### config.mk
export PLATFORM = sky130hd
export DESIGN_NAME = mc_control_fsm_flat
export DESIGN_NICKNAME = d
export VERILOG_FILES = /design/src/rtl/mc_control_fsm_if.sv /design/src/rtl/mc_control_fsm.sv /design/src/flat_wrapper.sv
export SDC_FILE = /design/constraint.sdc
export NUM_CORES = 1
export LEC_CHECK = 0
export CAP_MARGIN = 25
export CORE_MARGIN = 5
export CORE_UTILIZATION = 40
export CTS_BUF_LIST = sky130_fd_sc_hd__clkbuf_4
export DETAILED_ROUTE_END_ITERATION = 7
export PLACE_DENSITY = 0.65
export SLEW_MARGIN = 20
export SYNTH_ARGS = -nofsm -noshare
export SYNTH_HDL_FRONTEND = slang
export SYNTH_SLANG_ARGS = --single-unit
### constraint.sdc
create_clock -name clk -period 3.2 [get_ports clk]
set_input_delay 0.64 -clock clk [delete_from_list [all_inputs] [get_ports clk]]
set_output_delay 0.64 -clock clk [all_outputs]
set_load 0.02 [all_outputs]
### src/rtl/mc_control_fsm_if.sv
// Control bus between the multicycle control unit and the MIPS32 datapath.
//
//   opcode        IR[31:26], valid from DECODE onward
//   mem_ready     memory completes its access this cycle
//   pc_write      unconditional PC load
//   pc_write_cond PC load if ALU zero (beq)
//   i_or_d        memory address select: 0=PC, 1=ALUOut
//   mem_read      memory read strobe
//   mem_write     memory write strobe
//   ir_write      IR load
//   mem_to_reg    RF write data: 0=ALUOut, 1=MDR
//   reg_dst       RF destination: 0=rt, 1=rd
//   reg_write     RF write enable
//   alu_src_a     0=PC, 1=rs
//   alu_src_b     0=rt, 1=const 4, 2=signext imm, 3=signext imm<<2
//   alu_op        0=add, 1=sub, 2=funct-decoded
//   pc_source     0=ALU result, 1=ALUOut, 2=jump target
//   halted        control unit is halted (sticky until reset)
//   illegal       halt was caused by an unknown opcode (sticky until reset)
//   instr_count   retired-instruction count, saturating
//
// The master modport belongs to the control unit; the slave modport to the
// datapath (or a testbench standing in for it).
interface mc_control_fsm_if #(
  parameter int CNT_W = 32
);
  logic [5:0]       opcode;
  logic             mem_ready;
  logic             pc_write;
  logic             pc_write_cond;
  logic             i_or_d;
  logic             mem_read;
  logic             mem_write;
  logic             ir_write;
  logic             mem_to_reg;
  logic             reg_dst;
  logic             reg_write;
  logic             alu_src_a;
  logic [1:0]       alu_src_b;
  logic [1:0]       alu_op;
  logic [1:0]       pc_source;
  logic             halted;
  logic             illegal;
  logic [CNT_W-1:0] instr_count;

  modport master (
    input  opcode, mem_ready,
    output pc_write, pc_write_cond, i_or_d, mem_read, mem_write, ir_write,
           mem_to_reg, reg_dst, reg_write, alu_src_a, alu_src_b, alu_op,
           pc_source, halted, illegal, instr_count
  );

  modport slave (
    output opcode, mem_ready,
    input  pc_write, pc_write_cond, i_or_d, mem_read, mem_write, ir_write,
           mem_to_reg, reg_dst, reg_write, alu_src_a, alu_src_b, alu_op,
           pc_source, halted, illegal, instr_count
  );
endinterface

### src/rtl/mc_control_fsm.sv
// Multicycle control unit for a shared-ALU, unified-memory MIPS32 datapath.
// Sequences one instruction per FSM pass (FETCH -> DECODE -> ... -> FETCH),
// stalls FETCH/MEMRD/MEMWR on memory wait states, counts retired
// instructions (saturating) and halts on HALT or on an unknown opcode.
//
// Ports:
//   clk    rising-edge clock
//   rst_n  synchronous reset, active-low; while low all strobes and mux
//          selects are forced to 0
//   bus    control bus (master side): opcode/mem_ready in, strobes,
//          mux selects, halted, illegal and instr_count out
//
// Parameters:
//   CNT_W    width of the retired-instruction counter
//   WAIT_EN  1: FETCH/MEMRD/MEMWR wait for mem_ready; 0: mem_ready ignored
module mc_control_fsm #(
  parameter int CNT_W   = 32,
  parameter bit WAIT_EN = 1'b1
) (
  input  logic              clk,
  input  logic              rst_n,
  mc_control_fsm_if.master  bus
);

  localparam logic [5:0] OP_R    = 6'h00;
  localparam logic [5:0] OP_J    = 6'h02;
  localparam logic [5:0] OP_BEQ  = 6'h04;
  localparam logic [5:0] OP_ADDI = 6'h08;
  localparam logic [5:0] OP_LW   = 6'h23;
  localparam logic [5:0] OP_SW   = 6'h2B;
  localparam logic [5:0] OP_HALT = 6'h3F;

  typedef enum logic [3:0] {
    S_FETCH, S_DECODE, S_MEMADR, S_MEMRD, S_MEMWB, S_MEMWR, S_EXEC,
    S_ALUWB, S_BRANCH, S_JUMP, S_ADDIEX, S_ADDIWB, S_HALT
  } state_t;

  state_t           state_q, state_d;
  logic             halted_q, illegal_q;
  logic [CNT_W-1:0] count_q;

  logic             rdy;
  logic             retire, halt_set, illegal_set;

  logic             pc_write_c, pc_write_cond_c, i_or_d_c, mem_read_c;
  logic             mem_write_c, ir_write_c, mem_to_reg_c, reg_dst_c;
  logic             reg_write_c, alu_src_a_c;
  logic [1:0]       alu_src_b_c, alu_op_c, pc_source_c;

  // Counter holds at all-ones instead of wrapping.
  function automatic logic [CNT_W-1:0] sat_inc(input logic [CNT_W-1:0] v);
    return (&v) ? v : v + 1'b1;
  endfunction

  assign rdy = bus.mem_ready || !WAIT_EN;

  always_ff @(posedge clk) begin
    if (!rst_n) begin
      state_q   <= S_FETCH;
      count_q   <= '0;
      halted_q  <= 1'b0;
      illegal_q <= 1'b0;
    end else begin
      state_q <= state_d;
      if (retire)      count_q   <= sat_inc(count_q);
      if (halt_set)    halted_q  <= 1'b1;
      if (illegal_set) illegal_q <= 1'b1;
    end
  end

  always_comb begin
    state_d         = state_q;
    retire          = 1'b0;
    halt_set        = 1'b0;
    illegal_set     = 1'b0;
    pc_write_c      = 1'b0;
    pc_write_cond_c = 1'b0;
    i_or_d_c        = 1'b0;
    mem_read_c      = 1'b0;
    mem_write_c     = 1'b0;
    ir_write_c      = 1'b0;
    mem_to_reg_c    = 1'b0;
    reg_dst_c       = 1'b0;
    reg_write_c     = 1'b0;
    alu_src_a_c     = 1'b0;
    alu_src_b_c     = 2'd0;
    alu_op_c        = 2'd0;
    pc_source_c     = 2'd0;

    case (state_q)
      S_FETCH: begin
        // PC+4 computed by the ALU while the instruction is read.
        mem_read_c  = 1'b1;
        alu_src_b_c = 2'd1;
        if (rdy) begin
          pc_write_c = 1'b1;
          ir_write_c = 1'b1;
          state_d    = S_DECODE;
        end
      end
      S_DECODE: begin
        // Branch target precomputed speculatively into ALUOut.
        alu_src_b_c = 2'd3;
        case (bus.opcode)
          OP_LW, OP_SW: state_d = S_MEMADR;
          OP_R:         state_d = S_EXEC;
          OP_BEQ:       state_d = S_BRANCH;
          OP_ADDI:      state_d = S_ADDIEX;
          OP_J:         state_d = S_JUMP;
          OP_HALT: begin
            state_d  = S_HALT;
            halt_set = 1'b1;
          end
          default: begin
            state_d     = S_HALT;
            halt_set    = 1'b1;
            illegal_set = 1'b1;
          end
        endcase
      end
      S_MEMADR: begin
        alu_src_a_c = 1'b1;
        alu_src_b_c = 2'd2;
        state_d     = (bus.opcode == OP_SW) ? S_MEMWR : S_MEMRD;
      end
      S_MEMRD: begin
        mem_read_c = 1'b1;
        i_or_d_c   = 1'b1;
        if (rdy) state_d = S_MEMWB;
      end
      S_MEMWB: begin
        reg_write_c  = 1'b1;
        mem_to_reg_c = 1'b1;
        state_d      = S_FETCH;
        retire       = 1'b1;
      end
      S_MEMWR: begin
        mem_write_c = 1'b1;
        i_or_d_c    = 1'b1;
        if (rdy) begin
          state_d = S_FETCH;
          retire  = 1'b1;
        end
      end
      S_EXEC: begin
        alu_src_a_c = 1'b1;
        alu_op_c    = 2'd2;
        state_d     = S_ALUWB;
      end
      S_ALUWB: begin
        reg_write_c = 1'b1;
        reg_dst_c   = 1'b1;
        state_d     = S_FETCH;
        retire      = 1'b1;
      end
      S_BRANCH: begin
        alu_src_a_c     = 1'b1;
        alu_op_c        = 2'd1;
        pc_write_cond_c = 1'b1;
        pc_source_c     = 2'd1;
        state_d         = S_FETCH;
        retire          = 1'b1;
      end
      S_JUMP: begin
        pc_write_c  = 1'b1;
        pc_source_c = 2'd2;
        state_d     = S_FETCH;
        retire      = 1'b1;
      end
      S_ADDIEX: begin
        alu_src_a_c = 1'b1;
        alu_src_b_c = 2'd2;
        state_d     = S_ADDIWB;
      end
      S_ADDIWB: begin
        reg_write_c = 1'b1;
        state_d     = S_FETCH;
        retire      = 1'b1;
      end
      S_HALT: state_d = S_HALT;
      default: state_d = S_FETCH;
    endcase
  end

  // Reset aborts the current instruction immediately: nothing leaves this
  // block while rst_n is low, even before the reset edge lands.
  assign bus.pc_write      = rst_n & pc_write_c;
  assign bus.pc_write_cond = rst_n & pc_write_cond_c;
  assign bus.i_or_d        = rst_n & i_or_d_c;
  assign bus.mem_read      = rst_n & mem_read_c;
  assign bus.mem_write     = rst_n & mem_write_c;
  assign bus.ir_write      = rst_n & ir_write_c;
  assign bus.mem_to_reg    = rst_n & mem_to_reg_c;
  assign bus.reg_dst       = rst_n & reg_dst_c;
  assign bus.reg_write     = rst_n & reg_write_c;
  assign bus.alu_src_a     = rst_n & alu_src_a_c;
  assign bus.alu_src_b     = {2{rst_n}} & alu_src_b_c;
  assign bus.alu_op        = {2{rst_n}} & alu_op_c;
  assign bus.pc_source     = {2{rst_n}} & pc_source_c;
  assign bus.halted        = halted_q;
  assign bus.illegal       = illegal_q;
  assign bus.instr_count   = count_q;

endmodule

### src/flat_wrapper.sv
// flat-port wrapper written by rule: the top's interface ports become plain ports
module mc_control_fsm_flat 
#(
  parameter int CNT_W   = 32,
  parameter bit WAIT_EN = 1'b1
)
  (clk, rst_n, bus_opcode, bus_mem_ready, bus_pc_write, bus_pc_write_cond, bus_i_or_d, bus_mem_read, bus_mem_write, bus_ir_write, bus_mem_to_reg, bus_reg_dst, bus_reg_write, bus_alu_src_a, bus_alu_src_b, bus_alu_op, bus_pc_source, bus_halted, bus_illegal, bus_instr_count);
  mc_control_fsm_if #(.CNT_W(CNT_W)) bus_i ();
  input  logic clk;
  input  logic rst_n;
  input wire logic [$bits(bus_i.opcode)-1:0] bus_opcode;
  input wire logic [$bits(bus_i.mem_ready)-1:0] bus_mem_ready;
  output wire logic [$bits(bus_i.pc_write)-1:0] bus_pc_write;
  output wire logic [$bits(bus_i.pc_write_cond)-1:0] bus_pc_write_cond;
  output wire logic [$bits(bus_i.i_or_d)-1:0] bus_i_or_d;
  output wire logic [$bits(bus_i.mem_read)-1:0] bus_mem_read;
  output wire logic [$bits(bus_i.mem_write)-1:0] bus_mem_write;
  output wire logic [$bits(bus_i.ir_write)-1:0] bus_ir_write;
  output wire logic [$bits(bus_i.mem_to_reg)-1:0] bus_mem_to_reg;
  output wire logic [$bits(bus_i.reg_dst)-1:0] bus_reg_dst;
  output wire logic [$bits(bus_i.reg_write)-1:0] bus_reg_write;
  output wire logic [$bits(bus_i.alu_src_a)-1:0] bus_alu_src_a;
  output wire logic [$bits(bus_i.alu_src_b)-1:0] bus_alu_src_b;
  output wire logic [$bits(bus_i.alu_op)-1:0] bus_alu_op;
  output wire logic [$bits(bus_i.pc_source)-1:0] bus_pc_source;
  output wire logic [$bits(bus_i.halted)-1:0] bus_halted;
  output wire logic [$bits(bus_i.illegal)-1:0] bus_illegal;
  output wire logic [$bits(bus_i.instr_count)-1:0] bus_instr_count;
  assign bus_i.opcode = bus_opcode;
  assign bus_i.mem_ready = bus_mem_ready;
  assign bus_pc_write = bus_i.pc_write;
  assign bus_pc_write_cond = bus_i.pc_write_cond;
  assign bus_i_or_d = bus_i.i_or_d;
  assign bus_mem_read = bus_i.mem_read;
  assign bus_mem_write = bus_i.mem_write;
  assign bus_ir_write = bus_i.ir_write;
  assign bus_mem_to_reg = bus_i.mem_to_reg;
  assign bus_reg_dst = bus_i.reg_dst;
  assign bus_reg_write = bus_i.reg_write;
  assign bus_alu_src_a = bus_i.alu_src_a;
  assign bus_alu_src_b = bus_i.alu_src_b;
  assign bus_alu_op = bus_i.alu_op;
  assign bus_pc_source = bus_i.pc_source;
  assign bus_halted = bus_i.halted;
  assign bus_illegal = bus_i.illegal;
  assign bus_instr_count = bus_i.instr_count;
  mc_control_fsm #(.CNT_W(CNT_W), .WAIT_EN(WAIT_EN)) u_core (.clk(clk), .rst_n(rst_n), .bus(bus_i));
endmodule
### Word level (Yosys, flattened, before mapping)

Cells that the tools add are included.

| cells by class | value |
|---|---|
| $add $sub $neg | 1 |
| reduce and logical (&&, ||, !) cells | 14 |
| bitwise gates (word level) | 14 |
| mux-type cells | 25 |
| equality and inequality tests | 21 |

Operators by type and width:

| operator | count |
|---|---|
| 32-bit by 1-bit adder with 32-bit output, second input constant | 1 |
| 4-bit one-hot mux with 8 select lines | 1 |
| 32-bit AND reduction | 1 |
| 4-bit equality test, second input constant | 5 |
| 4-bit one-hot mux with 5 select lines | 1 |
| 6-bit equality test, second input constant | 3 |
| 4-bit by 3-bit equality test with 1-bit output, second input constant | 4 |
| 1-bit 2-to-1 mux | 14 |
| 4-bit 2-to-1 mux | 3 |
| 1-bit AND | 10 |
| 4-bit by 2-bit equality test with 1-bit output, second input constant | 2 |
| 2-bit one-hot mux with 2 select lines | 2 |
| 2-bit OR reduction | 4 |
| 7-bit OR reduction | 1 |
| 2-bit AND | 3 |
| 6-bit by 2-bit equality test with 1-bit output, second input constant | 1 |
| 6-bit by 3-bit equality test with 1-bit output, second input constant | 1 |
| 6-bit by 4-bit equality test with 1-bit output, second input constant | 1 |
| 6-bit logical NOT | 1 |
| 2-bit != test, second input constant | 3 |
| 2-bit one-hot mux with 3 select lines | 1 |
| 6-bit OR reduction | 1 |
| 5-bit OR reduction | 1 |
| 4-bit by 1-bit equality test with 1-bit output, second input constant | 1 |
| 8 further kinds | 9 |

| word-level totals | value |
|---|---|
| output and inout port bits | 50 |
| register bits after elaboration | 38 |

### Longest topological paths before layout

Gate-level depths: netlist of the first run.

| depth | value |
|---|---|
| word-level depth | 4 |
| gate-level depth with buffers | 8 |

### Worst setup path after synthesis of the first run

Ideal clock, no wire load.

| timing | value |
|---|---|
| path type | flip-flop to flip-flop |
| from | reg u_core.count_q[0], in the netlist u_core.bus.instr_count[0] |
| to | reg u_core.count_q[26], in the netlist u_core.bus.instr_count[26] |
| arrival time | 2.342 ns |
| data required time | 3.133 ns |
| path buffers | 1 |
| period minus slack after synthesis | 2.409 ns |
| cell stages (with the launch flop) | 8 |
| path slack | 0.791 ns |
| cells stage by stage | dfxtp_1 ha_1 nand3_1 or4_1 or4_1 buf_2 or4b_4 o21ai_2 |

| on the way | value |
|---|---|
| cells in the longest elaborated chain, start to end | 3 |
| elaborated cells between the ends (all ways) | 4 |
| classes of those cells | add/sub: 1; bitwise: 1; reduce/logical: 2 |

RTL lines:

| what | line | RTL |
|---|---|---|
| start, declared | mc_control_fsm.sv:40 | `logic [CNT_W-1:0] count_q;` |
| start signal, assigned | mc_control_fsm.sv:65 | `if (retire) count_q <= sat_inc(count_q);` |
| parallel branches: the longest is 3 deep, another holds 32-bit by 1-bit adder with 32-bit output | - |  |

Parallel ways; which one is timed is not known.
A chain may end at the register's enable or synchronous reset.

### Worst setup path in the final report of the first run

| timing | value |
|---|---|
| from | in rst_n |
| to | out bus_i_or_d |

| on the way | value |
|---|---|
| cells in the longest elaborated chain, start to end | 1 |

RTL lines:

| what | line | RTL |
|---|---|---|
| start, declared | flat_wrapper.sv:10 | `input logic rst_n;` |
| 1-bit AND | mc_control_fsm.sv:189 | `assign bus.i_or_d = rst_n & i_or_d_c;` |
| end, declared | flat_wrapper.sv:15 | `output wire logic [$bits(bus_i.i_or_d)-1:0] bus_i_or_d;` |

No other way between the ends.

==> results of run 1 <==
area by class of cell:
| class | instances | area (um2) | share of cell area [%] |
|---|---|---|---|
| Sequential cell | 38 | 761 | 25.8 |
| Multi-Input combinational cell | 222 | 1340 | 45.4 |
| Inverter | 11 | 41.3 | 1.40 |
| Tap cell | 72 | 90.1 | 3.05 |
| Clock inverter | 2 | 33.8 | 1.14 |
| Timing Repair Buffer | 67 | 648 | 21.9 |
| Clock buffer | 5 | 37.5 | 1.27 |
path summary, 6_finish.rpt:
| path | startpoint | to | slack (ns) |
|---|---|---|---|
| max reg2reg | u_core.state_q[0]$_SDFFE_PN0P_ | u_core.bus.instr_count[26]$_SDFFE_PN0P_ | 0.56 |
| min reg2reg | u_core.bus.halted$_SDFFE_PN0P_ | u_core.bus.halted$_SDFFE_PN0P_ | 0.46 |
| min | u_core.bus.halted$_SDFFE_PN0P_ | u_core.bus.halted$_SDFFE_PN0P_ | 0.46 |
| max | rst_n | bus_i_or_d | 0.13 |
worst register-to-register path, stage by stage, from the launching register on:
cell and delay [ns]:
dfxtp_1 0.67, and2b_1 0.28, a2111o_1 0.34, or4_1 0.70, or4b_4 0.54, o21ai_2 0.06
Yosys cell counts (4+ instances only):
cell and number:
buf_2 4, a21oi_1 32, nand2b_1 5, o21ai_0 23
nor4_1 9, clkbuf_1 9, nor2_1 21, dfxtp_1 38
nor3_1 7, or4_1 8, xor2_1 4, inv_1 10
nand3_1 15, nand2_1 16, or3_1 17, nand4_1 14
o31ai_1 6
cells by family after synthesis:
logic type	Yosys count	share of synthesized area, %
compound gates	77	20.4
xor+xnor	6	2.34
fa+ha+maj	1	0.557
buf+inv	31	6.68
flops	38	33.9
mux	3	1.34
simple gates	135	34.9
layer usage:
metal,up-vias,wire length [um],global-route usage (%)
met5,-,0,0
met1,1077,2930,21.9
li1,1199,-,-
met3,5,328,4.47
met4,0,66,4.75
met2,64,2710,27.3
through the flow:
step,setup slack [ns],hold WS (ns),area (um2),instances
6_report,0.132,0.457,2950,417
5_1_grt,-0.00528,0.509,2950,417
4_1_cts,0.142,0.466,2950,417
3_5_place_dp,0.109,0.446,2880,410
3_3_place_gp,0.150,0.441,2880,410
2_1_floorplan,0.791,0.522,2250,291
sequential cells by signal, indices dropped and copies added, names as in the netlist:
name                    cells
u_core.bus.instr_count     32
u_core.bus.illegal          1
u_core.bus.halted           1
u_core.state_q              4
power breakdown:
| part | leakage (uW) | total (uW) | internal, uW | switching [uW] |
|---|---|---|---|---|
| sequential | 0.000307 | 492 | 479 | 13.1 |
| combinational | 0.000557 | 132 | 58.2 | 73.7 |
| clock | 0.0000387 | 313 | 158 | 155 |
| total | 0.000902 | 937 | 695 | 242 |
==> results.yml, run 1 <==
logic_synthesis:
  yosysWarnings: 0
  synth_top_area_cell: "dfxtp_1"
  syn_area_mm2: 0.00225
  synth_area_leaders: "dfxtp_1, a21oi_1, o21ai_0"
  synthArstFlopShare_pct: 0
  synthDistinctLibCells: 53
  ys_seq_area_share_pct: 33.9
  synth_edf_count: 0
  syn_area_per_cell_um2: 7.72
  synth_top_cell_area_share_pct: 33.9
  syn-num-nets: 301
  ys_ff_latch: 38
  synthCells: 291
  synthFlopType: "dfxtp_1"
route:
  avgRoutedWirePerCell_um: 14.5
  avgViaCountPerCell: 5.62
  route.detailed.drc: 0
  antenna_left: 0
  drtPass1Iterations: 5
  wl_um: 6030
  num_vias: 2345
  drt_iter0_drc: 62
grt:
  grt_pass1_vias: 2179
  antenna_found_initial: 0
  grt_pass1_wl_um: 10200
  track_usage_pct: 16.8
  grt_max_degree: 32
  gr-total-overflow: 0
timing:
  max_freq_mhz: 326
  drv_slew: 0
  fin_crit_ns: 3.07
  max_slew_margin_pct: 60.0
  finalCritPeriodShare_pct: 95.9
  skew_ns: 0.00832
  worst_slew_pin_slew_ns: 0.592
  fin_tns_setup_ns: 0
  setup_violations: 0
  hold_viol: 0
critical_path:
  crit_type: "primary input to output pin"
  cp-end-kind: "output pin"
  slowest_delay_ns: 0.66
  slowest_stage: "clkdlybuf4s50_1"
  worstPathMaxFanout: 7
  critPathTopFamily: "buffers and inverters"
  crit_arrival_ns: 2.43
  critPathMostFrequentCell: "clkdlybuf4s50_1"
  worstPathCellList: "clkdlybuf4s50_1 > clkinv_1 > nor4_1 > clkdlybuf4s50_1"
  worstPathRequired_ns: 2.56
  cp.buffers_inverters: 3
  cp.depth: 4
  cp-start-kind: "primary input"
  reg2reg_depth: 5
clock_tree:
  postCtsSetupBuffers: 0
  numCtsBuffers: 5
  clk_pin_slew_ns: 0.11
  clock_path_buffers: 2
  cts-root-buf: "clkbuf_4"
  cts_resized: 0
  insertion_delay_ns: 0.35
  cts_sinks: 38
  cts_tree: "yes"
  htreeDepth: 2
  hold_buffers: 0
worst_hold_path:
  hold_depth: 2
  min_path_type: "flip-flop to flip-flop"
layout:
  final_common_cell: "clkdlybuf4s50_1"
  fin_util_pct: 54.0
  nFillCells: 539
  final_cell_mix: "clkdlybuf4s50_1, dfxtp_1, a21oi_1"
  syn2layout_area_growth_pct: 31.5
  antenna_cells: 0
  fin_nets: 355
  drive_above_1_share_pct: 8.12
die:
  die_w_um: 85.0
  die_area_mm2: 0.00722
  fp-row-count: 27
  core_area_mm2: 0.00547
  die_h_um: 85.0
  start_util_pct: 41.1
  ios: 59
flow_run:
  drv_cap: 0
power_and_ir_drop:
  fin_total_pwr_uw: 937
  power.leakage_uw: 0.000902
  power-per-cell-area_mw_per_mm2: 317
  peakVddDrop_mv: 0.148
place:
  dp_hpwl_um: 4300
  place_congestion: 0.792
  io_buffers: 58
run_status:
  outcome: "completed"
Power figures use the tool's default switching activity.
==> run 2: changes to the inputs <==
Settings changed: PLACE_DENSITY 0.65 to 0.67.
Clock period 3.2 ns to 2.5 ns, I/O delays scaled along.
==> run 2 against run 1 <==
Effect of this change:
- global-route usage up 0.82 points
- design area up 5.3%
- power up 18%
- combinational power up 54%
==> results.yml, run 2 (synthesis results as in run 1) <==
clock_tree:
  insertion_delay_ns: 0.33
  hold_buffers: 0
  numCtsBuffers: 5
  cts-root-buf: "clkbuf_4"
  cts_resized: 13
  clock_path_buffers: 2
  cts_sinks: 38
  clk_pin_slew_ns: 0.11
  postCtsSetupBuffers: 0
  htreeDepth: 2
  cts_tree: "yes"
timing:
  setup_violations: 0
  finalCritPeriodShare_pct: 97.7
  worst_slew_pin_slew_ns: 0.556
  hold_slack_ns: 0.458
  hold_viol: 0
  skew_ns: 0.00739
  worst_slack_ns: 0.0580
  fin_crit_ns: 2.44
  max_freq_mhz: 409
  drv_slew: 0
  max_slew_margin_pct: 62.4
layout:
  fin_util_pct: 56.8
  final_common_cell: "clkdlybuf4s50_1"
  syn2layout_area_growth_pct: 38.4
  drive_above_1_share_pct: 14.6
  antenna_cells: 0
  largest_register_ffs: 32
  fin_nets: 380
  post_layout_nonfiller_instances: 441
  final_cell_mix: "clkdlybuf4s50_1, dfxtp_1, buf_4"
die:
  fp-row-count: 27
  core_area_mm2: 0.00547
  die_w_um: 85.0
  ios: 59
  start_util_pct: 41.1
  die_area_mm2: 0.00722
  die_h_um: 85.0
run_status:
  outcome: "completed"
power_and_ir_drop:
  power_frac_comb_pct: 18.3
  power-per-cell-area_mw_per_mm2: 357
  switching_power_uw: 307
  peakVddDrop_mv: 0.242
  swShare_pct: 27.7
  seqPwrFrac_pct: 56.1
  power.leakage_uw: 0.00112
  p_int_uw: 801
  power_frac_clock_pct: 25.6
place:
  dp_cells: 435
  io_buffers: 58
  place_ws_ns: -0.271
  dp_hpwl_um: 4760
  place_congestion: 0.939
route:
  wl_um: 6270
  avgViaCountPerCell: 5.59
  num_vias: 2465
  avgRoutedWirePerCell_um: 14.2
  drtPass1Iterations: 4
  drt_iter0_drc: 82
  route.detailed.drc: 0
  antenna_left: 0
grt:
  grt_pass1_wl_um: 10800
  grt_use_met3_pct: 4.08
  busiest_layer: "met2"
  gr-total-overflow: 0
  grt_max_degree: 22
  met1_usage_pct: 23.5
  antenna_found_initial: 0
  met2_usage_pct: 29.0
  grt_pass1_vias: 2329
  track_usage_pct: 17.6
worst_hold_path:
  min_path_type: "flip-flop to flip-flop"
critical_path:
  worstPathMaxFanout: 8
  cp-end-kind: "flip-flop"
  worstPathRequired_ns: 2.78
  crit_type: "primary input to flip-flop"
  crit_arrival_ns: 2.72
  cp-start-kind: "primary input"
flow_run:
  drv_cap: 0
## run 2: changes by cell type in the layout (fill, tap and decap cells not counted), sizes merged
| cell | before | now |
|---|---|---|
| clkinv | 2 | 1 |
| dlygate4sd2 | 0 | 13 |
| bufinv | 1 | 0 |
| inv | 10 | 11 |
| dlymetal6s2s | 0 | 3 |
| clkdlybuf4s50 | 58 | 42 |
| buf | 9 | 34 |
## run 2: path summary, 6_finish.rpt
| kind | slack, ns | end | cells past startpoint | start |
|---|---|---|---|---|
| worst min-delay path | 0.46 | u_core.bus.halted$_SDFFE_PN0P_ | 2 | u_core.bus.halted$_SDFFE_PN0P_ |
| worst max register to register | 0.18 | u_core.bus.instr_count[26]$_SDFFE_PN0P_ | 5 | u_core.state_q[0]$_SDFFE_PN0P_ |
| worst min register to register | 0.46 | u_core.bus.halted$_SDFFE_PN0P_ | 2 | u_core.bus.halted$_SDFFE_PN0P_ |
| worst max-delay path | 0.06 | u_core.bus.instr_count[26]$_SDFFE_PN0P_ | 6 | bus_mem_ready |
## run 2: per-stage QoR
stage / cell area (um2) / power [uW] / setup TNS (ns)
5_1_grt: 3110 / 1170 / -0.0520
3_5_place_dp: 3060 / 843 / -4.39
3_3_place_gp: 3060 / 840 / -4.35
6_report: 3110 / 1110 / 0
2_1_floorplan: 2250 / 744 / 0
4_1_cts: 3090 / 1120 / 0
## run 2: power groups by stage
stage | Clock [uW] | Sequential, uW | Combinational, uW
final | 283 | 622 | 203
after global routing | 323 | 623 | 224
after CTS | 298 | 621 | 202
after detailed placement | 0 | 635 | 208
after global placement | 0 | 635 | 205
after floorplan | 0 | 639 | 105
## run 2: metal layers
metal  share of wire [%]  up-vias
met5                   0        -
met4                0.59        0
met3                 5.1        4
met2                  47       60
met1                  48     1151
li1                    -     1250
## run 2: critical path, stage by stage
cell	delay (ns)
clkdlybuf4s50_1	0.50
nor2_1	0.05
a2111o_1	0.42
or4_1	0.66
or4b_4	0.53
o21ai_2	0.06
## run 2: cell type report
cell class,instances,area (um2)
fillers,548,2360
multi-input cells,222,1350
repair buffers,92,827
flip-flops and latches,38,761
well taps,72,90.1
inverters,11,41.3
clock buffers,5,37.5
clock inverters,1,3.75
